## config.mk

```make
export PLATFORM = sky130hd
export DESIGN_NAME = instr_encoder
export DESIGN_NICKNAME = d
export VERILOG_FILES = /design/src/rtl/instr_encoder.sv
export SDC_FILE = /design/constraint.sdc
export NUM_CORES = 1
export LEC_CHECK = 0
export ABC_AREA = 1
export ABC_CLOCK_PERIOD_IN_PS = 2400
export BUFFER_PORTS_ARGS = -buffer_cell sky130_fd_sc_hd__buf_2
export CORE_ASPECT_RATIO = 1.1
export CORE_UTILIZATION = 35
export CTS_BUF_LIST = sky130_fd_sc_hd__clkbuf_4 sky130_fd_sc_hd__clkbuf_8
export CTS_CLUSTER_DIAMETER = 120
export DETAILED_ROUTE_END_ITERATION = 10
export GPL_ROUTABILITY_DRIVEN = 0
export SKIP_CTS_REPAIR_TIMING = 1
export SYNTH_ARGS = -nofsm -noshare
export SYNTH_HDL_FRONTEND = slang
export SYNTH_SLANG_ARGS = --single-unit
```

## constraint.sdc

```tcl
create_clock -name clk -period 2.4 [get_ports clk]
set_input_delay 0.48 -clock clk [delete_from_list [all_inputs] [get_ports clk]]
set_output_delay 0.48 -clock clk [all_outputs]
set_load 0.01 [all_outputs]
```

## src/rtl/instr_encoder.sv

```systemverilog
`default_nettype none
// ============================================================================
// Module   : instr_encoder
// Brief    : Encodes ALU operation requests into RV32I instruction words,
//            buffers them in a small FIFO and streams each word together
//            with its instruction-memory byte address.
// Revision : 1.0 - initial release
// ============================================================================
module instr_encoder #(
  parameter int          DEPTH     = 4,
  parameter logic [31:0] BASE_ADDR = 32'h0000_0000,
  parameter int          ERR_W     = 8
) (
  input  logic              clk,
  input  logic              rst,
  input  logic              in_valid,
  output logic              in_ready,
  input  logic [3:0]        in_alu_op,
  input  logic              in_is_imm,
  input  logic [4:0]        in_rd,
  input  logic [4:0]        in_rs1,
  input  logic [4:0]        in_rs2,
  input  logic [11:0]       in_imm,
  input  logic              addr_clear,
  output logic              out_valid,
  input  logic              out_ready,
  output logic [31:0]       out_instr,
  output logic [31:0]       out_addr,
  output logic              err_pulse,
  output logic [ERR_W-1:0]  err_count
);

  localparam int              c_PTR_W = $clog2(DEPTH);
  localparam logic [c_PTR_W:0] c_FULL = (c_PTR_W + 1)'(DEPTH);

  logic [31:0]        r_mem [DEPTH];
  logic [c_PTR_W-1:0] r_wr_ptr;
  logic [c_PTR_W-1:0] r_rd_ptr;
  logic [c_PTR_W:0]   r_count;
  logic [31:0]        r_addr;
  logic               r_err_pulse;
  logic [ERR_W-1:0]   r_err_count;

  logic [31:0]        w_word;
  logic               w_op_ok;
  logic [6:0]         w_funct7;
  logic [2:0]         w_funct3;
  logic               w_full;
  logic               w_empty;
  logic               w_accept;
  logic               w_push;
  logic               w_bad;
  logic               w_pop;

  assign w_full   = (r_count == c_FULL);
  assign w_empty  = (r_count == '0);
  assign w_accept = in_valid & ~w_full;
  assign w_push   = w_accept & w_op_ok;
  assign w_bad    = w_accept & ~w_op_ok;
  assign w_pop    = ~w_empty & out_ready;

  assign in_ready  = ~w_full;
  assign out_valid = ~w_empty;
  // Head word is forced to zero when empty so reset shows a clean bus.
  assign out_instr = w_empty ? 32'h0 : r_mem[r_rd_ptr];
  assign out_addr  = r_addr;
  assign err_pulse = r_err_pulse;
  assign err_count = r_err_count;

  // Encode the request and flag opcodes that have no legal encoding.
  always_comb begin
    w_op_ok  = 1'b0;
    w_funct7 = 7'b0000000;
    w_funct3 = 3'b000;
    w_word   = 32'h0;
    if (in_is_imm) begin
      // Only ADDI exists on the immediate path.
      w_op_ok = (in_alu_op == 4'b0000);
      w_word  = {in_imm, in_rs1, 3'b000, in_rd, 7'b0010011};
    end else begin
      case (in_alu_op)
        4'b0000: begin w_op_ok = 1'b1; end
        4'b0001: begin w_op_ok = 1'b1; w_funct7 = 7'b0100000; end
        4'b0010: begin w_op_ok = 1'b1; w_funct3 = 3'b111; end
        4'b0011: begin w_op_ok = 1'b1; w_funct3 = 3'b110; end
        4'b0100: begin w_op_ok = 1'b1; w_funct3 = 3'b100; end
        default: begin w_op_ok = 1'b0; end
      endcase
      w_word = {w_funct7, in_rs2, in_rs1, w_funct3, in_rd, 7'b0110011};
    end
  end

  // FIFO storage; contents need no reset because the head is gated by count.
  always_ff @(posedge clk) begin
    if (w_push) begin
      r_mem[r_wr_ptr] <= w_word;
    end
  end

  // FIFO pointers and occupancy; pointers wrap naturally as DEPTH is 2^n.
  always_ff @(posedge clk or posedge rst) begin
    if (rst) begin
      r_wr_ptr <= '0;
      r_rd_ptr <= '0;
      r_count  <= '0;
    end else begin
      if (w_push) begin
        r_wr_ptr <= r_wr_ptr + 1'b1;
      end
      if (w_pop) begin
        r_rd_ptr <= r_rd_ptr + 1'b1;
      end
      case ({w_push, w_pop})
        2'b10:   r_count <= r_count + 1'b1;
        2'b01:   r_count <= r_count - 1'b1;
        default: r_count <= r_count;
      endcase
    end
  end

  // Byte address of the head word; clear wins over a simultaneous pop.
  always_ff @(posedge clk or posedge rst) begin
    if (rst) begin
      r_addr <= BASE_ADDR;
    end else if (addr_clear) begin
      r_addr <= BASE_ADDR;
    end else if (w_pop) begin
      r_addr <= r_addr + 32'd4;
    end
  end

  // Error pulse and saturating counter for consumed-but-dropped requests.
  always_ff @(posedge clk or posedge rst) begin
    if (rst) begin
      r_err_pulse <= 1'b0;
      r_err_count <= '0;
    end else begin
      r_err_pulse <= w_bad;
      if (w_bad && (r_err_count != {ERR_W{1'b1}})) begin
        r_err_count <= r_err_count + 1'b1;
      end
    end
  end

endmodule
`default_nettype wire

```

# After elaboration in Yosys (flattened, before gate mapping)
# Memories as Yosys holds them, arrays and structs flattened.
# Cells that the tools add are included.
[classes] addsub=6 n_eq_ne=8 mux=11 n_bitwise=7 n_reduce_logical=6
[op_table] op="32-bit 2-to-1 mux" n=4
[op_table] op="32-bit by 3-bit adder with 32-bit output (second input constant)" n=1
[op_table] op="3-bit one-hot mux with 3 select lines" n=1
[op_table] op="8-bit by 1-bit adder with 8-bit output (second input constant)" n=1
[op_table] op="4-bit by 2-bit == test with 1-bit output (second input constant)" n=2
[op_table] op="8-bit != test (second input constant)" n=1
[op_table] op="6-bit 2-to-1 mux" n=1
[op_table] op="3-bit one-hot mux with 2 select lines" n=1
[op_table] op="5-bit OR reduction" n=1
[op_table] op="2-bit by 1-bit adder with 2-bit output (second input constant)" n=2
[op_table] op="1-bit bitwise AND" n=4
[op_table] op="4-bit by 1-bit == test with 1-bit output (second input constant)" n=1
[op_table] op="4-bit by 3-bit == test with 1-bit output (second input constant)" n=1
[op_table] op="4-bit logical NOT" n=1
[op_table] op="1-bit 2-to-1 mux" n=4
[op_table] op="2-bit nonzero test" n=2
[op_table] op="3-bit by 1-bit adder with 3-bit output (second input constant)" n=1
[op_table] op="3-bit == test (second input constant)" n=1
[op_table] op="3-bit logical NOT" n=1
[op_table] op="1-bit inverter" n=3
[op_table] op="3-bit by 1-bit subtractor with 3-bit output (second input constant)" n=1
[op_table] op="2-bit by 1-bit == test with 1-bit output (second input constant)" n=1
[op_table] op="2-bit == test (second input constant)" n=1
[op_table] op="1-bit logical AND" n=1
[word_totals] reg_bits=48 ramBits=128 in_bits=37 out_inout_bits=75 elab_cells=45 n_memories=1
[mem_list] name="r_mem" depth=4 word_bits=32 read_ports=1 rd_clocked_by_memory_dff=0 write_ports=1 line_no="36" rtl="logic [31:0] r_mem [DEPTH];"

# Logic depth before layout (Yosys ltp)
[logic_depth] ltp_word=7 depth_mapped=10 mapped_depth_nobuf=10

# Worst setup path after synthesis
# OpenSTA, ideal clock, no wires.
[synth_path] path_kind="input port to flip-flop" from="input in_alu_op[0]" to="memory r_mem[0][10], enable pin" setup_time_ns=0.409 arrival_ns=2.157 required_time_ns=1.991 path_slack_ns=-0.166 path_stages=5 n_path_buf=0 cell_sequence="nor2_1 -> nand4_1 -> nand2_2 -> nand3_2 -> nor2_1"
[synth_between] elab_chain_len=7 elab_cells_between_ends=11 cone_classes="eq/ne (4); mux (4); bitwise (1); reduce/logical (2)"
[synth_rtl] item="start, declared" line_no="18" rtl="input logic [3:0] in_alu_op,"
[synth_rtl] item="4-bit by 3-bit == test with 1-bit output, or another cell as far along" line_no="81" rtl="case (in_alu_op)"
[synth_rtl] item="5-bit OR reduction (no source line)"
[synth_rtl] item="1-bit 2-to-1 mux" line_no="81"
[synth_rtl] item="1-bit 2-to-1 mux *" line_no="76" rtl="if (in_is_imm) begin"
[synth_rtl] item="1-bit bitwise AND *" line_no="58" rtl="assign w_push = w_accept & w_op_ok;"
[synth_rtl] item="1-bit 2-to-1 mux *" line_no="95" rtl="if (w_push) begin"
[synth_rtl] item="1-bit 2-to-1 mux (implied by the code) *" line_no="96" rtl="r_mem[r_wr_ptr] <= w_word;"
[synth_rtl] item="end, declared" line_no="36"
# Mark *: on every way between the ends. The rest lies on a longest branch, timed or not.

# Worst setup path after layout
[layout_path] from="register r_rd_ptr[0]" to="output out_instr[31]"
[layout_between] elab_chain_len=2
[layout_rtl] item="start, declared" line_no="38" rtl="logic [c_PTR_W-1:0] r_rd_ptr;"
[layout_rtl] item="start signal, assigned" line_no="111" rtl="r_rd_ptr <= r_rd_ptr + 1'b1;"
[layout_rtl] item="memory 4 x 32 bit"
[layout_rtl] item="32-bit 2-to-1 mux" line_no="65" rtl="assign out_instr = w_empty ? 32'h0 : r_mem[r_rd_ptr];"
[layout_rtl] item="end, declared" line_no="27" rtl="output logic [31:0] out_instr,"
# No other way between the ends.

==> results.json <==
{
  "status": "finished clean",
  "clk_latency_ps": 440,
  "synth.avg_cell_area_um2": 9.35,
  "async_flop_share": 0.307,
  "syn-cell-area_mm2": 0.00706,
  "finalSetupTns_ps": 0,
  "cp_max_fo": 35,
  "combPwrFrac": 0.359,
  "clk_pin_slew_ps": 90,
  "min_path_type": "primary input to async pin",
  "reg2reg_depth": 10,
  "overflow": 0,
  "ff2ff_setup_slack_ps": 330,
  "antenna_found_initial": 1,
  "portBuffers": 106,
  "ys_seq_elements": 150,
  "drcViolationCount": 0,
  "initial_core_util": 0.357,
  "drv_slew": 0,
  "fin_nets": 913,
  "cp-endpoint": "out_instr[31]",
  "swShare": 0.380,
  "worst_clock_skew_ps": 15.4,
  "synth_cell_types": 35,
  "synth_area_leaders": "edfxtp_1 (44%), dfrtp_1 (16%), nor2_1 (9.6%)",
  "power_switching_uw": 2880,
  "powerDensity_mw_per_mm2": 910,
  "cts_tree": "done",
  "final_cells": 1134,
  "wl_um": 16600,
  "worst_slew_pin_slew_ps": 799,
  "required_ps": 1920,
  "cpLargestDelayFamily": "buffers and inverters",
  "grt_pass1_vias": 5166,
  "final_util": 0.421,
  "path_class": "flop to primary output",
  "rsz0062_at_grt": "false",
  "p_total_uw": 7590,
  "vias": 5399,
  "pwr-share-clk": 0.233,
  "root_buffer": "clkbuf_8",
  "rows": 54,
  "area_delta_synth_final_pct": 18.0,
  "finalCritPeriodShare": 0.952,
  "path_cells": "inv_6 > buf_12 > o21ai_0 > a21oi_1 > buf_2",
  "ios": 112,
  "power_frac_seq": 0.408,
  "place_inst": 1100,
  "synth_commonest_cells": "nor2_1 (181), nand2_1 (133), edfxtp_1 (104)",
  "grt_first_pass_wirelength_um": 25800,
  "ant_nets": 0,
  "grt_usage": 0.165,
  "crit_path_end_kind": "primary output",
  "drt_iter0_markers": 276,
  "slowest_stage": "dfrtp_2",
  "internal_power_uw": 4710,
  "slew_headroom": 0.462,
  "fillerInstances": 1999,
  "finalHoldViolCount": 0,
  "setup_viol": 0,
  "leakagePower_uw": 0.00351,
  "routedWlPerCell_um": 14.6,
  "ys_seq_area_frac": 0.605,
  "startpoint": "r_rd_ptr[0]",
  "first_pass_iters": 6,
  "max_stage_delay_ps": 480,
  "yosys_warnings": 0,
  "synth_cells": 755,
  "critPathLaunchType": "flop",
  "crit_cells": 5,
  "fin_crit_ps": 2280,
  "grt_start_max_net_pins": 54,
  "pre_cts_ws_ps": 249,
  "yosysTopAreaCell": "edfxtp_1",
  "synth_most_common_cell": "nor2_1",
  "r2r_end": "r_count[2]",
  "drive_gt1_frac": 0.207,
  "cp.buffers_inverters": 3,
  "detailed_place_hpwl_um": 10700,
  "vdd_ir_drop_max_v": 0.000430,
  "cts_buffers": 17,
  "core_mm2": 0.0198,
  "synth.top_cell.area_share": 0.442,
  "htree_levels": 4,
  "synthFlopType": "edfxtp_1",
  "max_freq_mhz": 438,
  "maxCapViolations": 0,
  "clockBufferDepth": 2,
  "dieArea_mm2": 0.0207,
  "worst_slack_ps": 116,
  "r2r_start": "r_count[0]",
  "via_per_inst": 4.76,
  "cp.arrival_ps": 1800,
  "die_height_um": 151,
  "die_w_um": 137,
  "synth_edf_count": 104,
  "cts_sinks": 150
}
per-layer routing:
metal / up-vias / track usage / share of wire
li1: 2692 / - / -
met1: 2552 / 0.204 / 0.45
met2: 138 / 0.285 / 0.49
met3: 17 / 0.0295 / 0.043
met4: 0 / 0.0588 / 0.015
met5: - / 0 / 0
sequential cells by signal, summed over array words and instances (netlist names):
signal     count
r_mem        104
r_count        3
err_pulse      1
err_count      8
out_addr      30
r_rd_ptr       2
r_wr_ptr       2
power groups by stage:
stage	clock network (µW)	logic, µW	registers [µW]
6_report	1760	2730	3100
5_1_grt	1910	3060	3120
4_1_cts	1820	2730	3080
3_5_place_dp	0	2720	3140
3_3_place_gp	0	2700	3130
2_1_floorplan	0	1730	3130
per-stage QoR:
stage	hold slack, ps	cell area, µm²
3_5_place_dp	464	7940
6_report	178	8330
2_1_floorplan	446	7070
3_3_place_gp	464	7940
5_1_grt	220	8330
4_1_cts	187	8300
logic make-up (layout without fill, tap and decap cells):
logic type                 count (synthesis)  in the layout  synth area share
AOI/OAI and AO/OA                        108            108            0.0778
xor gates and xnor gates                  11             11            0.0136
adders and majority gates                  8              8            0.0152
buffers and inverters                    103            225            0.0631
DFF                                      150            150             0.605
other                                      1              6          0.000531
and+or+nand+nor                          374            374             0.224
worst register-to-register path, stage by stage (launching register included):
cell and delay (ps):
dfrtp_1 370, inv_1 110, nand3_2 150, nand2_4 130, inv_2 180, ha_1 170
inv_1 60, fa_1 370, a21oi_1 140, o21ai_0 110, xor2_1 150
cell usage in the layout (no fill, tap or decap), drive strengths merged:
cell,Yosys,layout
diode,0,1
nand3b,2,2
clkinv,1,7
a21oi,35,35
o21a,1,1
xor2,6,6
nand2,141,141
conb,1,5
edfxtp,104,104
clkbuf,10,18
nand4,16,16
nand3,17,17
buf,21,120
nor3,7,7
clkinvlp,0,4
dfrtp,46,46
ha,7,7
fa,1,1
xnor2,5,5
a31oi,2,2
o21ai,70,70
nor2,188,188
and2,1,1
nor3b,2,2
inv,71,76
worst min-delay path by stage:
stage                     startpoint      endpoint  slack, ps  cells after the start
after global placement    r_count[0]    r_count[0]        460                      1
after global routing             rst  err_count[1]        220                      3
after floorplan           r_count[0]    r_count[0]        450                      1
after CTS                        rst  err_count[1]        190                      3
final                            rst  err_count[1]        180                      3
after detailed placement  r_count[0]    r_count[0]        460                      1
area by class of cell:
type / instances / area [µm²] / share of cell area
flip-flops and latches: 150 / 4280 / 0.513
multi-input cells: 506 / 2370 / 0.284
repair buffers: 121 / 739 / 0.0887
well taps: 252 / 315 / 0.0378
inverters: 72 / 275 / 0.0330
clock buffers: 17 / 234 / 0.0281
clock inverters: 15 / 124 / 0.0149
diodes: 1 / 2.50 / 0.000300
No activity file was read; power rests on OpenSTA's default activity.
